**src/rtl/pipe_pkg.sv**
```systemverilog
// -----------------------------------------------------------------------------
// pipe_pkg
//
// Shared definitions for the pipeline skid register:
//   - state_e     : occupancy state of the two-entry skid buffer
//   - DEF_*       : default widths for payload, control, tag and stall counter
//   - occ_of()    : maps a state to its entry count (0..2)
// -----------------------------------------------------------------------------
package pipe_pkg;

    // The encoding equals the number of held entries, so the occupancy output
    // is a direct view of the state register.
    typedef enum logic [1:0] {
        EMPTY = 2'd0,
        ONE   = 2'd1,
        FULL  = 2'd2
    } state_e;

    localparam int DEF_DATA_W = 32;
    localparam int DEF_CTRL_W = 2;
    localparam int DEF_TAG_W  = 5;
    localparam int DEF_CNT_W  = 16;

    function automatic logic [1:0] occ_of(input state_e st);
        logic [1:0] occ;
        occ = 2'd0;
        case (st)
            EMPTY:   occ = 2'd0;
            ONE:     occ = 2'd1;
            FULL:    occ = 2'd2;
            default: occ = 2'd0;
        endcase
        return occ;
    endfunction

endpackage

```
**src/rtl/pipe_skid_reg.sv**
```systemverilog
// -----------------------------------------------------------------------------
// pipe_skid_reg
//
// Two-entry pipeline register (main + skid slot) between two pipeline stages.
// The head entry always lives in the main slot and drives the outputs; the
// skid slot catches the one entry that can arrive while the downstream stalls,
// which lets in_ready be a flop with no combinational path from out_ready.
//
// Handshake: a transfer happens on a rising clk edge where valid and ready are
// both 1. The sender holds valid and payload until that edge; valid never
// depends on ready in the same cycle. in_ready is registered; out_valid and
// the head payload come straight from flops (out_ctrl is masked by out_valid).
//
// Ports
//   clk        in   clock, all state updates on the rising edge
//   reset      in   synchronous, active-high; beats flush and all transfers
//   in_valid   in   upstream entry present
//   in_ready   out  stage can accept (0 only when both slots are full)
//   in_data    in   upstream payload        [DATA_W]
//   in_ctrl    in   upstream control bits   [CTRL_W]
//   in_tag     in   upstream destination register number [TAG_W]
//   flush      in   drop both held entries and any input this cycle
//   out_valid  out  downstream entry present
//   out_ready  in   downstream accepts
//   out_data   out  head payload
//   out_ctrl   out  head control bits, forced to zero when out_valid=0
//   out_tag    out  head destination register number
//   occupancy  out  number of held entries (0..2); mirrors the FSM state
//   stall_cnt  out  saturating count of cycles with out_valid=1, out_ready=0
// -----------------------------------------------------------------------------
module pipe_skid_reg
    import pipe_pkg::*;
#(
    parameter int DATA_W = DEF_DATA_W,
    parameter int CTRL_W = DEF_CTRL_W,
    parameter int TAG_W  = DEF_TAG_W,
    parameter int CNT_W  = DEF_CNT_W
) (
    input  logic              clk,
    input  logic              reset,

    input  logic              in_valid,
    output logic              in_ready,
    input  logic [DATA_W-1:0] in_data,
    input  logic [CTRL_W-1:0] in_ctrl,
    input  logic [TAG_W-1:0]  in_tag,

    input  logic              flush,

    output logic              out_valid,
    input  logic              out_ready,
    output logic [DATA_W-1:0] out_data,
    output logic [CTRL_W-1:0] out_ctrl,
    output logic [TAG_W-1:0]  out_tag,

    output logic [1:0]        occupancy,
    output logic [CNT_W-1:0]  stall_cnt
);

    // Slot layout: {ctrl, tag, data}
    localparam int ENT_W     = CTRL_W + TAG_W + DATA_W;
    localparam int TAG_LSB   = DATA_W;
    localparam int CTRL_LSB  = DATA_W + TAG_W;

    localparam logic [CNT_W-1:0] CNT_MAX = '1;
    localparam logic [CNT_W-1:0] CNT_ONE = CNT_W'(1);

    state_e             state_q, state_d;
    logic [ENT_W-1:0]   main_q,  main_d;
    logic [ENT_W-1:0]   skid_q,  skid_d;
    logic               in_ready_q;
    logic [CNT_W-1:0]   stall_q, stall_d;

    logic               xfer_in;
    logic               xfer_out;
    logic [ENT_W-1:0]   in_ent;

    assign in_ent   = {in_ctrl, in_tag, in_data};

    // in_ready_q is 0 exactly when state_q is FULL, so no extra gating is
    // needed to keep the FULL state from accepting.
    assign xfer_in  = in_valid & in_ready_q;
    assign xfer_out = out_valid & out_ready;

    // -------------------------------------------------------------------------
    // Next-state and slot data
    // -------------------------------------------------------------------------
    always_comb begin
        state_d = state_q;
        main_d  = main_q;
        skid_d  = skid_q;

        if (flush) begin
            // Clearing the slots keeps out_data/out_tag at zero while empty.
            state_d = EMPTY;
            main_d  = '0;
            skid_d  = '0;
        end else begin
            case (state_q)
                EMPTY: begin
                    if (xfer_in) begin
                        state_d = ONE;
                        main_d  = in_ent;
                    end
                end
                ONE: begin
                    if (xfer_in && xfer_out) begin
                        main_d  = in_ent;
                    end else if (xfer_in) begin
                        state_d = FULL;
                        skid_d  = in_ent;
                    end else if (xfer_out) begin
                        state_d = EMPTY;
                    end
                end
                FULL: begin
                    // The skid entry is younger, so it becomes the new head.
                    if (xfer_out) begin
                        state_d = ONE;
                        main_d  = skid_q;
                    end
                end
                default: begin
                    state_d = EMPTY;
                    main_d  = '0;
                    skid_d  = '0;
                end
            endcase
        end
    end

    // -------------------------------------------------------------------------
    // Stall counter: saturates, and survives flush (only reset clears it)
    // -------------------------------------------------------------------------
    always_comb begin
        stall_d = stall_q;
        if (out_valid && !out_ready && (stall_q != CNT_MAX)) begin
            stall_d = stall_q + CNT_ONE;
        end
    end

    // -------------------------------------------------------------------------
    // Registers
    // -------------------------------------------------------------------------
    always_ff @(posedge clk) begin
        if (reset) begin
            state_q    <= EMPTY;
            main_q     <= '0;
            skid_q     <= '0;
            in_ready_q <= 1'b1;
            stall_q    <= '0;
        end else begin
            state_q    <= state_d;
            main_q     <= main_d;
            skid_q     <= skid_d;
            // Registered from the next state: ready drops the cycle FULL is
            // entered and returns the cycle FULL is left.
            in_ready_q <= (state_d != FULL);
            stall_q    <= stall_d;
        end
    end

    // -------------------------------------------------------------------------
    // Outputs
    // -------------------------------------------------------------------------
    assign in_ready  = in_ready_q;
    assign out_valid = (state_q != EMPTY);
    assign out_data  = main_q[DATA_W-1:0];
    assign out_tag   = main_q[TAG_LSB +: TAG_W];
    assign out_ctrl  = out_valid ? main_q[CTRL_LSB +: CTRL_W] : '0;
    assign occupancy = occ_of(state_q);
    assign stall_cnt = stall_q;

endmodule

```
**config.mk**
```make
export PLATFORM = sky130hd
export DESIGN_NAME = pipe_skid_reg
export DESIGN_NICKNAME = d
export VERILOG_FILES = /design/src/rtl/pipe_pkg.sv /design/src/rtl/pipe_skid_reg.sv
export SDC_FILE = /design/constraint.sdc
export NUM_CORES = 1
export LEC_CHECK = 0
export BUFFER_PORTS_ARGS = -buffer_cell sky130_fd_sc_hd__buf_2
export CAP_MARGIN = 20
export CORE_MARGIN = 1.5
export CORE_UTILIZATION = 41
export CTS_CLUSTER_SIZE = 14
export DETAILED_ROUTE_END_ITERATION = 6
export PLACE_DENSITY_LB_ADDON = 0.15
export SLEW_MARGIN = 20
export SYNTH_ARGS = -nofsm -noshare
export SYNTH_HDL_FRONTEND = slang
export SYNTH_SLANG_ARGS = --single-unit
```
**constraint.sdc**
```tcl
create_clock -name clk -period 4.4 [get_ports clk]
set_input_delay 0.66 -clock clk [delete_from_list [all_inputs] [get_ports clk]]
set_output_delay 0.66 -clock clk [all_outputs]
set_load 0.01 [all_outputs]
```
=== After elaboration in Yosys (flattened, before gate mapping) ===
Cells that the tools add are included.

* Add/sub/neg operators: 1
* Equality and inequality tests: 9
* Multiplexer cells: 15
* Bitwise gates (word level): 3
* Reductions and logical operators: 10

{| class="wikitable"
|+ Operators by type and width
! kind !! count
|-
| $mux 39 || 4
|-
| $pmux 39 s3 || 1
|-
| $pmux 39 s2 || 1
|-
| $add 16x1->16 const B || 1
|-
| $ne 16x16->1 const B || 1
|-
| $mux 2 || 7
|-
| $ne 2x2->1 const B || 6
|-
| $pmux 2 s3 || 1
|-
| $reduce_and 3->1 || 2
|-
| $pmux 2 s2 || 1
|-
| $reduce_or 2->1 || 2
|-
| $logic_and 1x1->1 || 3
|-
| $and 1x1->1 || 2
|-
| $eq 2x1->1 const B || 1
|-
| $eq 2x2->1 const B || 1
|-
| $logic_not 2->1 || 1
|-
| $reduce_bool 2->1 || 1
|-
| $logic_not 1->1 || 1
|-
| $not 1->1 || 1
|}

* Bits in registers: 97
* Logic and storage cells: 43

=== Logic depth before layout (Yosys ltp) ===
* Depth after elaboration: 8
* Mapped depth: 7
* Depth with buffers taken out: 5

=== Worst setup path after synthesis ===
OpenSTA, ideal clock, no wires.

* Path kind: input port to flip-flop
* Start point: input out_ready
* End point: register stall_q[14], in the netlist stall_cnt[14]
* Library setup time: 0.121 ns
* Data arrival time: 1.788 ns
* Data required time: 4.279 ns
* Setup slack: 2.491 ns
* Cell stages on the path: 4
* Cells stage by stage: o21bai_2 -> or3_4 -> nor4_1 -> mux2_2

* Longest elaborated chain between the ends: 3

{| class="wikitable"
|+ Ends and longest elaborated chain
! what !! line !! RTL
|-
| from (decl) || pipe_skid_reg.sv:51 || <nowiki>input logic out_ready,</nowiki>
|-
| $logic_not 1->1 || pipe_skid_reg.sv:137 || <nowiki>if (out_valid && !out_ready && (stall_q != CNT_MAX)) begin</nowiki>
|-
| $logic_and 1x1->1 (2 in series) || pipe_skid_reg.sv:137 ||
|-
| to (signal assigned) || pipe_skid_reg.sv:159 || <nowiki>stall_q <= stall_d;</nowiki>
|-
| to (decl) || pipe_skid_reg.sv:72 || <nowiki>logic [CNT_W-1:0] stall_q, stall_d;</nowiki>
|}

No other way between the ends.
A chain may end at the register's enable or synchronous reset.

=== Worst setup path after layout ===
* Start point: register state_q[1]
* End point: output out_ctrl[0]

* Longest elaborated chain between the ends: 2

{| class="wikitable"
|+ Ends and longest elaborated chain
! what !! line !! RTL
|-
| from (decl) || pipe_skid_reg.sv:68 || <nowiki>state_e state_q, state_d;</nowiki>
|-
| from (signal assigned) || pipe_skid_reg.sv:153 || <nowiki>state_q <= state_d;</nowiki>
|-
| $reduce_bool 2->1 || pipe_skid_reg.sv:167 || <nowiki>assign out_valid = (state_q != EMPTY);</nowiki>
|-
| $mux 2 || pipe_skid_reg.sv:170 || <nowiki>assign out_ctrl = out_valid ? main_q[CTRL_LSB +: CTRL_W] : '0;</nowiki>
|-
| to (decl) || pipe_skid_reg.sv:53 || <nowiki>output logic [CTRL_W-1:0] out_ctrl,</nowiki>
|}

No other way between the ends.

==> impl_metrics.ini <==
[timing]
worstMarginPinSlew_ps = 1060
finalSetupTns_ps = 0
hold_ws_ps = 494.3
setup_violations = 0
fmax_mhz = 392.6
maxSlewHeadroom = 0.2907
fin_crit_ps = 2547
clock_skew_ps = 8.505
period_share = 0.5789
finalMaxSlewViolations = 0
rsz0062_at_grt = false
finalHoldViolations = 0

[pwr]
p_leak_nw = 2.125
ir_drop_mv = 0.1228
p_per_area_mw_per_mm2 = 336.6

[grt]
grt_pass1_vias = 3612
grt_usage = 0.1841
antenna_found_initial = 1
grt_max_degree = 91
grt_pass1_wl_mm = 16.95
overflow = 0

[clock_network]
cts_hold_buf = 0
cts_tree = built
worstSkewPairLatency_ps = 350
cts_root_buffer = clkbuf_8
post-cts-setup-buffer-count = 0
cts_resized = 0
clkTransAtPathRegs_ps = 90
numCtsBuffers = 9
cts_buffer_depth = 2
htreeDepth = 3
cts.sinks = 97

[floorplan]
dieArea_sq_mm = 0.01164
io_pins = 103
coreArea_sq_mm = 0.01079
rows = 38
die_w_um = 107.9
fp.dieH_um = 107.9
initial_utilization = 0.4180

[route]
viasPerCell = 5.076
wl_per_cell_um = 13.60
drt_iter0_markers = 193
drc = 0
vias = 3893
drt_wl_total_mm = 10.43
drt-pass1-iter-count = 5
final_antenna_net_count = 0

[setup_path]
cp-end-kind = output pin
crit_type = register to output pin
arrival_ps = 1890
critPathRequiredTime_ps = 3740
cp_max_fo = 90
worstSetupStartpointType = register

[yosys]
syn-num-nets = 631
synth_edf_count = 0
synth-main-ff-cell = dfxtp_1
syn-cell-area_sq_mm = 0.004512
ys_types = 44
ys_seq_area_frac = 0.4304
synth_area_leaders = dfxtp_1 43%, nor2_1 11%, buf_4 6.7%
yosys.area.top_type_share = 0.4304
synth_warnings = 0
synth_most_common_cell = nor2_1
synthArstFlopShare = 0
syn_inst = 586
yosysTopAreaCell = dfxtp_1
ys_ff_latch = 97
synth.top_cells.by_count = 128 x nor2_1, 97 x dfxtp_1, 44 x nor3_1
syn_avg_cell_area_sq_um = 7.699

[run]
cap_violations = 0

[layout]
antenna_cells = 0
drive_above_1_share = 0.2201
nNetsFinal = 668
syn_to_final_growth_pct = 10.54

[place]
portBuffers = 102
dp_hpwl_mm = 6.682
gp_congestion = 0.7933

[worst_hold_path]
hp-class = register to register

[outcome]
status = complete, no violations
==> cell families after synthesis <==
logic type | after synthesis | share of synthesized area
buffers and inverters | 122 | 0.1406
muxes | 4 | 0.009429
DFF | 97 | 0.4304
xor gates and xnor gates | 1 | 0.001942
and+or+nand+nor | 254 | 0.2529
adders and majority gates | 1 | 0.002773
AOI/OAI and AO/OA | 107 | 0.1620
==> state kept, by name (all words and copies together) (netlist names) <==
register   cells
in_ready       1
state_q        2
stall_cnt     16
main_q        39
skid_q        39
==> metrics by stage <==
stage / cells / utilization / area (sq um) / worst slack [ps] / total power, mW
floorplan: 586 / - / 4512 / 2491 / 1.063
global placement: 752 / 0.4427 / 4778 / 2132 / 1.104
detailed placement: 752 / 0.4427 / 4778 / 2040 / 1.107
CTS: 767 / 0.4621 / 4987 / 1849 / 1.708
global route: 767 / 0.4621 / 4987 / 1742 / 1.759
finish: 767 / 0.4621 / 4987 / 1853 / 1.679
==> worst paths after layout <==
| kind | end | slack, ps | cells after the start | from |
|---|---|---|---|---|
| hold reg to reg | main_q[25] | 490 | 2 | main_q[25] |
| hold / removal | main_q[25] | 490 | 2 | main_q[25] |
| setup / recovery | out_ctrl[0] | 1850 | 3 | state_q[1] |
| setup reg to reg | stall_cnt[14] | 2090 | 4 | state_q[1] |
==> power breakdown <==
group / internal, mW / switching [mW]
clock network: 0.299 / 0.297
logic: 0.0687 / 0.105
registers: 0.897 / 0.0125
total: 1.26 / 0.414
==> per-layer routing <==
layer | routed length, um | GRT usage | vias to the layer above
met5 | 14 | 0 | -
met4 | 40 | 0.06955 | 2
met3 | 557 | 0.04056 | 6
met2 | 4995 | 0.3071 | 88
met1 | 4823 | 0.2328 | 1783
li1 | - | - | 2014
==> cells in the final DEF (no fill, tap or decap), types with 2 or more instances in the layout <==
cell type	count
inv_1	42
nor2b_1	4
dfxtp_1	95
mux2i_1	2
mux2_2	2
and3b_1	3
nor2_1	128
o31ai_1	3
nor4_1	3
buf_2	102
buf_4	4
nor3_1	44
a21oi_1	11
or4_1	3
nand4_1	3
o21ai_0	6
and2_1	2
nand2_1	43
clkbuf_8	13
o22ai_1	39
or2_2	2
a22oi_1	39
or3_1	6
nand3_1	5
==> area by class of cell <==
cell class / count / area [sq um]
Inverter: 42 / 157.7
Fill cell: 1078 / 5806
Timing Repair Buffer: 106 / 540.5
Clock buffer: 14 / 203.9
Sequential cell: 97 / 1947
Clock inverter: 1 / 5.005
Tap cell: 140 / 175.2
Multi-Input combinational cell: 367 / 1958
==> worst max-delay path, stage by stage (launching register included) <==
cell and delay, ps:
dfxtp_4 940, or2_2 270, and2_1 150, buf_2 130
(Power assumes the default switching activity.)
